### src/rtl/mmu_arbiter_pkg.sv
// Shared types and widths for the L1I/L1D to l1mmu arbiter.
package mmu_arbiter_pkg;

   localparam int unsigned ADDR_W = 32;
   localparam int unsigned LINE_W = 256;

   typedef enum logic [1:0] {
      ST_IDLE    = 2'd0,
      ST_GRANT_I = 2'd1,
      ST_GRANT_D = 2'd2
   } state_e;

   typedef enum logic {
      OWNER_I = 1'b0,
      OWNER_D = 1'b1
   } owner_e;

   // Payload captured from the winning requester at grant time.
   typedef struct packed {
      logic              write;
      logic [ADDR_W-1:0] addr;
      logic [LINE_W-1:0] wdata;
   } req_t;

endpackage : mmu_arbiter_pkg

### src/rtl/mmu_arbiter.sv
// Round-robin arbiter sharing one l1mmu port between the L1I and L1D caches.
module mmu_arbiter
   import mmu_arbiter_pkg::*;
(
   input  logic              sys_clk,
   input  logic              rst,

   input  logic              immu_read,
   input  logic [ADDR_W-1:0] immu_addr,
   output logic              immu_done,
   output logic [LINE_W-1:0] immu_read_data,

   input  logic              dmmu_read,
   input  logic              dmmu_write,
   input  logic [ADDR_W-1:0] dmmu_addr,
   input  logic [LINE_W-1:0] dmmu_write_data,
   output logic              dmmu_done,
   output logic [LINE_W-1:0] dmmu_read_data,

   output logic              mmu_read,
   output logic              mmu_write,
   output logic [ADDR_W-1:0] mmu_addr,
   output logic [LINE_W-1:0] mmu_write_data,
   input  logic              mmu_done,
   input  logic [LINE_W-1:0] mmu_read_data,

   output logic              arb_busy,
   output logic              arb_owner,
   output logic              arb_err
);

   state_e state_q, state_d;
   owner_e last_q,  last_d;
   req_t   lat_q,   lat_d;
   logic   err_q,   err_d;

   // State, round-robin pointer, latched payload and sticky error.
   always_ff @(posedge sys_clk) begin
      if (rst) begin
         state_q <= ST_IDLE;
         last_q  <= OWNER_D;
         lat_q   <= '0;
         err_q   <= 1'b0;
      end else begin
         state_q <= state_d;
         last_q  <= last_d;
         lat_q   <= lat_d;
         err_q   <= err_d;
      end
   end

   // Grant decision in IDLE, completion tracking in the GRANT states.
   always_comb begin
      logic   i_req;
      logic   d_req;
      owner_e win;

      state_d = state_q;
      last_d  = last_q;
      lat_d   = lat_q;
      err_d   = err_q;
      i_req   = immu_read;
      d_req   = dmmu_read | dmmu_write;
      win     = OWNER_I;

      case (state_q)
         ST_IDLE: begin
            // No transaction is outstanding, so a completion here is bogus.
            if (mmu_done) begin
               err_d = 1'b1;
            end
            if (i_req && d_req) begin
               win = (last_q == OWNER_I) ? OWNER_D : OWNER_I;
            end else if (d_req) begin
               win = OWNER_D;
            end else begin
               win = OWNER_I;
            end
            if (i_req || d_req) begin
               last_d = win;
               if (win == OWNER_I) begin
                  state_d     = ST_GRANT_I;
                  lat_d.write = 1'b0;
                  lat_d.addr  = immu_addr;
                  lat_d.wdata = '0;
               end else begin
                  state_d     = ST_GRANT_D;
                  // Simultaneous read and write resolves to the write-back.
                  lat_d.write = dmmu_write;
                  lat_d.addr  = dmmu_addr;
                  lat_d.wdata = dmmu_write ? dmmu_write_data : '0;
                  if (dmmu_read && dmmu_write) begin
                     err_d = 1'b1;
                  end
               end
            end
         end
         ST_GRANT_I, ST_GRANT_D: begin
            if (mmu_done) begin
               state_d = ST_IDLE;
            end
         end
         default: begin
            state_d = ST_IDLE;
         end
      endcase
   end

   // l1mmu request and upstream completion, all derived from registered state.
   always_comb begin
      arb_busy       = (state_q != ST_IDLE) && !rst;
      arb_owner      = arb_busy && (state_q == ST_GRANT_D);
      arb_err        = err_q;
      mmu_read       = arb_busy && !lat_q.write;
      mmu_write      = arb_busy && lat_q.write;
      mmu_addr       = arb_busy ? lat_q.addr  : '0;
      mmu_write_data = arb_busy ? lat_q.wdata : '0;
      immu_done      = arb_busy && (state_q == ST_GRANT_I) && mmu_done;
      dmmu_done      = arb_busy && (state_q == ST_GRANT_D) && mmu_done;
      immu_read_data = immu_done ? mmu_read_data : '0;
      dmmu_read_data = dmmu_done ? mmu_read_data : '0;
   end

endmodule : mmu_arbiter

### config.mk
export PLATFORM = sky130hd
export DESIGN_NAME = mmu_arbiter
export DESIGN_NICKNAME = d
export VERILOG_FILES = /design/src/rtl/mmu_arbiter_pkg.sv /design/src/rtl/mmu_arbiter.sv
export SDC_FILE = /design/constraint.sdc
export NUM_CORES = 1
export LEC_CHECK = 0
export CORE_AREA = 2 2 545 547
export CTS_CLUSTER_DIAMETER = 150
export DETAILED_ROUTE_END_ITERATION = 12
export DIE_AREA = 0 0 547 549
export PLACE_DENSITY = 0.3
export SKIP_CTS_REPAIR_TIMING = 1
export SLEW_MARGIN = 25
export SYNTH_ARGS = -nofsm -noshare
export SYNTH_HDL_FRONTEND = slang
export SYNTH_SLANG_ARGS = --single-unit
### constraint.sdc
create_clock -name sys_clk -period 2.9 [get_ports sys_clk]
set_clock_uncertainty 0.05 [all_clocks]
set_input_delay 0.87 -clock sys_clk [delete_from_list [all_inputs] [get_ports sys_clk]]
set_output_delay 0.87 -clock sys_clk [all_outputs]
set_load 0.1 [all_outputs]
# Word-level counts from Yosys, hierarchy flattened
# Index checks and enable logic that the tools add are counted.
# Widths: inputs -> output; s select.
# totals
output_inout_bits	807
inputBits	582
register_bits	293
word_cells	46
# op_classes
bitwise_logic	1
n_eq_ne	4
n_reduce_logical	17
muxes	18
# ops
op	n
$mux 256	4
$mux 289	1
$mux 32	1
$logic_and 1x1->1	9
$mux 1	8
$mux 2	3
$ne 2x2->1 const B	2
$pmux 2 s2	1
$reduce_and 2->1	2
$eq 2x1->1 const B	1
$eq 2x2->1 const B	1
$logic_not 1->1	2
$logic_not 2->1	1
$reduce_bool 2->1	1
$reduce_or 2->1	1
$logic_or 1x1->1	1
$or 1x1->1	1

# Depth between registers and ports, before layout
# Gate-level depths: netlist of run 1.
# depth
word_depth	7
mapped_depth	9
depth_no_buf	5

# Worst setup path before layout of run 1
# OpenSTA, ideal clock, no wires.
# synth_path
path_kind	in2out
start	in rst
end	out arb_owner
arrival_ns	3.270
slack_ns	-1.290
t_required_ns	1.980
path_buffers	3
stages	5
path_cell_list	buf_2 nor2_2 clkbuf_1 clkbuf_1 and2_1
# synth_via
elab_chain_cells	3
# synth_lines
element	line_no	source
from (decl)	mmu_arbiter.sv:6	input logic rst,
$logic_not 1->1	mmu_arbiter.sv:111	arb_busy = (state_q != ST_IDLE) && !rst;
$logic_and 1x1->1	mmu_arbiter.sv:111	
named net arb_busy	mmu_arbiter.sv:27	output logic arb_busy,
$logic_and 1x1->1	mmu_arbiter.sv:112	arb_owner = arb_busy && (state_q == ST_GRANT_D);
to (decl)	mmu_arbiter.sv:28	output logic arb_owner,
# The timed path passes the listed nets, and every way through them passes these cells.

# Worst setup path after layout of run 1
# layout_path
start	in mmu_done
end	out immu_read_data[86]
# layout_via
elab_chain_cells	2
# layout_lines
element	line_no	source
from (decl)	mmu_arbiter.sv:24	input logic mmu_done,
$logic_and 1x1->1	mmu_arbiter.sv:118	immu_done = arb_busy && (state_q == ST_GRANT_I) && mmu_done;
$mux 256	mmu_arbiter.sv:120	immu_read_data = immu_done ? mmu_read_data : '0;
to (decl)	mmu_arbiter.sv:11	output logic [LINE_W-1:0] immu_read_data,
# No other way between the ends.

==> results by group, run 1 <==
Placed design
  • Port buffer count: 1,388
  • Placed inst area: 46,100 um2
  • Post-placement cell count: 7,265
  • DP HPWL: 184,000 um
  • Gp weighted congestion: 0.875

Timing
  • Setup violators final: 805
  • Slew Limit Headroom: 0.348
  • Max Fclk: 277 MHz
  • Worst hold slack: 0.436 ns
  • Crit path time final: 3.61 ns
  • Total negative slack: -454.96 ns
  • RSZ-0062 raised after global routing: true
  • Pins Over Slew Limit: 0
  • Post-route setup slack: -0.706 ns
  • Hold Vio Cnt, Final: 0
  • Crit share post-route: 1.24
  • Worst-Margin Slew: 0.978 ns

Finish
  • Commonest cells after routing, fill and taps aside: buf_12, and2_4, clkdlybuf4s50_1, dfxtp_1, nor2_1
  • Design area: 48,900 um2
  • Commonest non-fill, non-tap cell in the layout: buf_12
  • Non-Filler Instances: 7,406
  • Share of layout cells above drive strength 1: 0.556
  • Nets: 4,013
  • Area delta synth->final: 207%

Synthesis
  • Cell count after synthesis: 1,991
  • Yosys warning total: 0
  • Netlist Area Pre-Place: 15,900 um2
  • Post-Syn Area per Cell: 8.00 um2
  • Netlist cell types: 28
  • Sequential area share after synthesis: 0.368
  • Share of the synthesized area in the top cell type: 0.368
  • Mapped Nets: 2,576
  • Flops & latches, synth: 293
  • Cell accounting for the most synthesized area: dfxtp_1
  • Synth area leaders: dfxtp_1, and2_1, a32oi_1

Floorplanning
  • Core area: 295,000 um2
  • Die height: 549 um
  • Row count: 200
  • Die W: 547 um
  • Starting Density: 0.0540
  • Io pins: 1,389
  • Die area: 300,000 um2

Global route
  • All-Layer GR Usage: 0.132
  • Busiest grt layer: met2
  • Vias in the first global route: 21,700
  • Largest net degree at the start of global routing: 154
  • Grt ovf: 0
  • GR Layer Usage met2: 0.232
  • GR Util met1: 0.150
  • First-pass GRT wire length: 257,000 um
  • Met3 Usage GRT: 0.0589
  • Initial antenna violation count: 109

Power and ir drop
  • Pwr/cell area: 349 nW/um2
  • Peak supply drop: 0.412 mV
  • Power Total: 0.0171 W
  • LEAKAGE: 18.2 nW

Setup path
  • Crit. End Element: output port
  • CP Depth: 7
  • Destination of the critical timing path: immu_read_data[86]
  • Crit path largest cell delay: 0.60 ns
  • CP startpoint: mmu_done
  • Crit Path Class: input port to output port
  • Critical R2R Launch: state_q[1]
  • Slowest stage cell, crit path: clkdlybuf4s50_1
  • Crit-path max FO: 21
  • Flop-to-flop setup slack: 1.01 ns
  • Crit path DAT: 2.69 ns
  • Worst EP required: 1.98 ns
  • Startpoint types: input port
  • Crit path top cell by count: buf_16
  • R2R depth: 8
  • Worst reg2reg path endpoint: lat_q[83]
  • Kind of cell adding the most delay to the critical path: buffers and inverters
  • Worst path cell trace: clkdlybuf4s50_1 > and3_4 > buf_16 > buf_4 > buf_16 > and2_4 > buf_12
  • Worst Path Buf+Inv: 5

Clocking
  • CTS Sinks: 293
  • Clock slew at reported path FFs: 0.06 ns
  • Clk Tree Root Cell: clkbuf_16
  • CTS Buf Count: 42
  • CTS HTree Levels: 2
  • Clock Path Buffers: 3
  • CTS tree: built
  • Clock latency on the worst-skew pair: 0.63 ns

Routing
  • DRC Markers: 0
  • Vias per inst: 2.88
  • DRT Pass-1 Iters: 4
  • Drt initial violations: 1,039
  • Total wire length: 214,000 um
  • Routed vias: 21,400
  • Number of nets with antenna violations after routing: 0
  • Avg WL per Cell: 29.0 um

Min path
  • Hold Crit Depth: 2
  • HP Class: register to register

Outcome
  • Failing checks: negative setup slack
  • Status: finished, violations left

Job
  • Max-capacitance violation count: 0
kinds of logic (layout without fill, tap and decap cells):
kind of cell / count (synthesis) / count (layout) / share of synthesized area
flops: 293 / 293 / 0.368
other cells: 0 / 7 / 0
buf+inv: 226 / 1695 / 0.0610
simple gates: 1171 / 1171 / 0.404
compound gates: 298 / 298 / 0.164
fa+ha+maj: 3 / 3 / 0.00236
worst register-to-register path, stage by stage, from the launching register on:
cell and delay, ns:
dfxtp_2 0.32, inv_2 0.07, ha_4 0.16, buf_4 0.20, and2_4 0.23, buf_12 0.20, buf_12 0.30, a32oi_1 0.18
nor2_1 0.11
report_power, final:
part / total, W / internal, W / switching (W) / leakage (nW)
Combinational: 0.00692 / 0.00285 / 0.00407 / 15.1
Clock: 0.00550 / 0.00318 / 0.00232 / 0.695
Sequential: 0.00466 / 0.00439 / 0.000267 / 2.39
sequential cells by signal, indices dropped and copies added (netlist names):
signal / flops
lat_q: 289
arb_err: 1
last_q: 1
state_q: 2
synth_stat cells:
| cell type | instances |
|---|---|
| nor3_1 | 2 |
| a221o_1 | 1 |
| buf_4 | 2 |
| buf_2 | 89 |
| dfxtp_1 | 293 |
| nand4b_1 | 1 |
| and3_1 | 2 |
| nor2_1 | 289 |
| a31oi_1 | 2 |
| and2_1 | 803 |
| a311oi_1 | 32 |
| o31a_1 | 1 |
| buf_1 | 3 |
| nand2_1 | 67 |
| nand3_1 | 4 |
| clkbuf_1 | 127 |
| clkbuf_2 | 3 |
| a2bb2oi_2 | 1 |
| a21oi_1 | 2 |
| ha_1 | 3 |
| a32oi_1 | 256 |
| a22oi_1 | 1 |
| nor2_2 | 1 |
| o31ai_4 | 1 |
| nand2b_1 | 1 |
| nor2b_1 | 1 |
| o2bb2ai_1 | 1 |
| inv_1 | 2 |
layer usage:
metal,part of all wire,vias up
met1,0.39,10200
met2,0.49,1182
met4,0.016,22
li1,-,9656
met5,0.00065,-
met3,0.099,266
through the flow:
stage	util	setup slack [ns]
finish	0.166	-0.706
global route	0.166	-0.845
CTS	0.161	-1.05
detailed placement	0.156	-0.848
global placement	0.156	-0.870
floorplan	-	-0.279
layout make-up:
class | count | area, um2
multi-input combinational | 1472 | 11100
tap | 3939 | 4930
inverter | 2 | 7.51
antenna | 7 | 17.5
sequential | 293 | 5870
clock buffer | 53 | 1140
clock inverter | 23 | 282
fill | 32700 | 246000
timing repair buffer | 1617 | 25500
worst min path at each step:
| stage | start | endpoint | slack (ns) |
|---|---|---|---|
| final | lat_q[102] | lat_q[102] | 0.44 |
| after global placement | lat_q[136] | lat_q[136] | 0.41 |
| after global routing | lat_q[21] | lat_q[21] | 0.46 |
| after CTS | lat_q[102] | lat_q[102] | 0.44 |
| after floorplan | lat_q[136] | lat_q[136] | 0.40 |
| after detailed placement | lat_q[11] | lat_q[11] | 0.42 |
No activity file was read; power rests on OpenSTA's default activity.
==> run 2, diff against run 1 <==
--- a/config.mk
+++ b/config.mk
@@ -5,6 +5,7 @@
 export SDC_FILE = /design/constraint.sdc
 export NUM_CORES = 1
 export LEC_CHECK = 0
+export CAP_MARGIN = 20
 export CORE_AREA = 2 2 545 547
 export CTS_CLUSTER_DIAMETER = 150
 export DETAILED_ROUTE_END_ITERATION = 12
==> results of run 2 <==
Same layout as run 1: the final DEF is identical, and so are final timing and power.
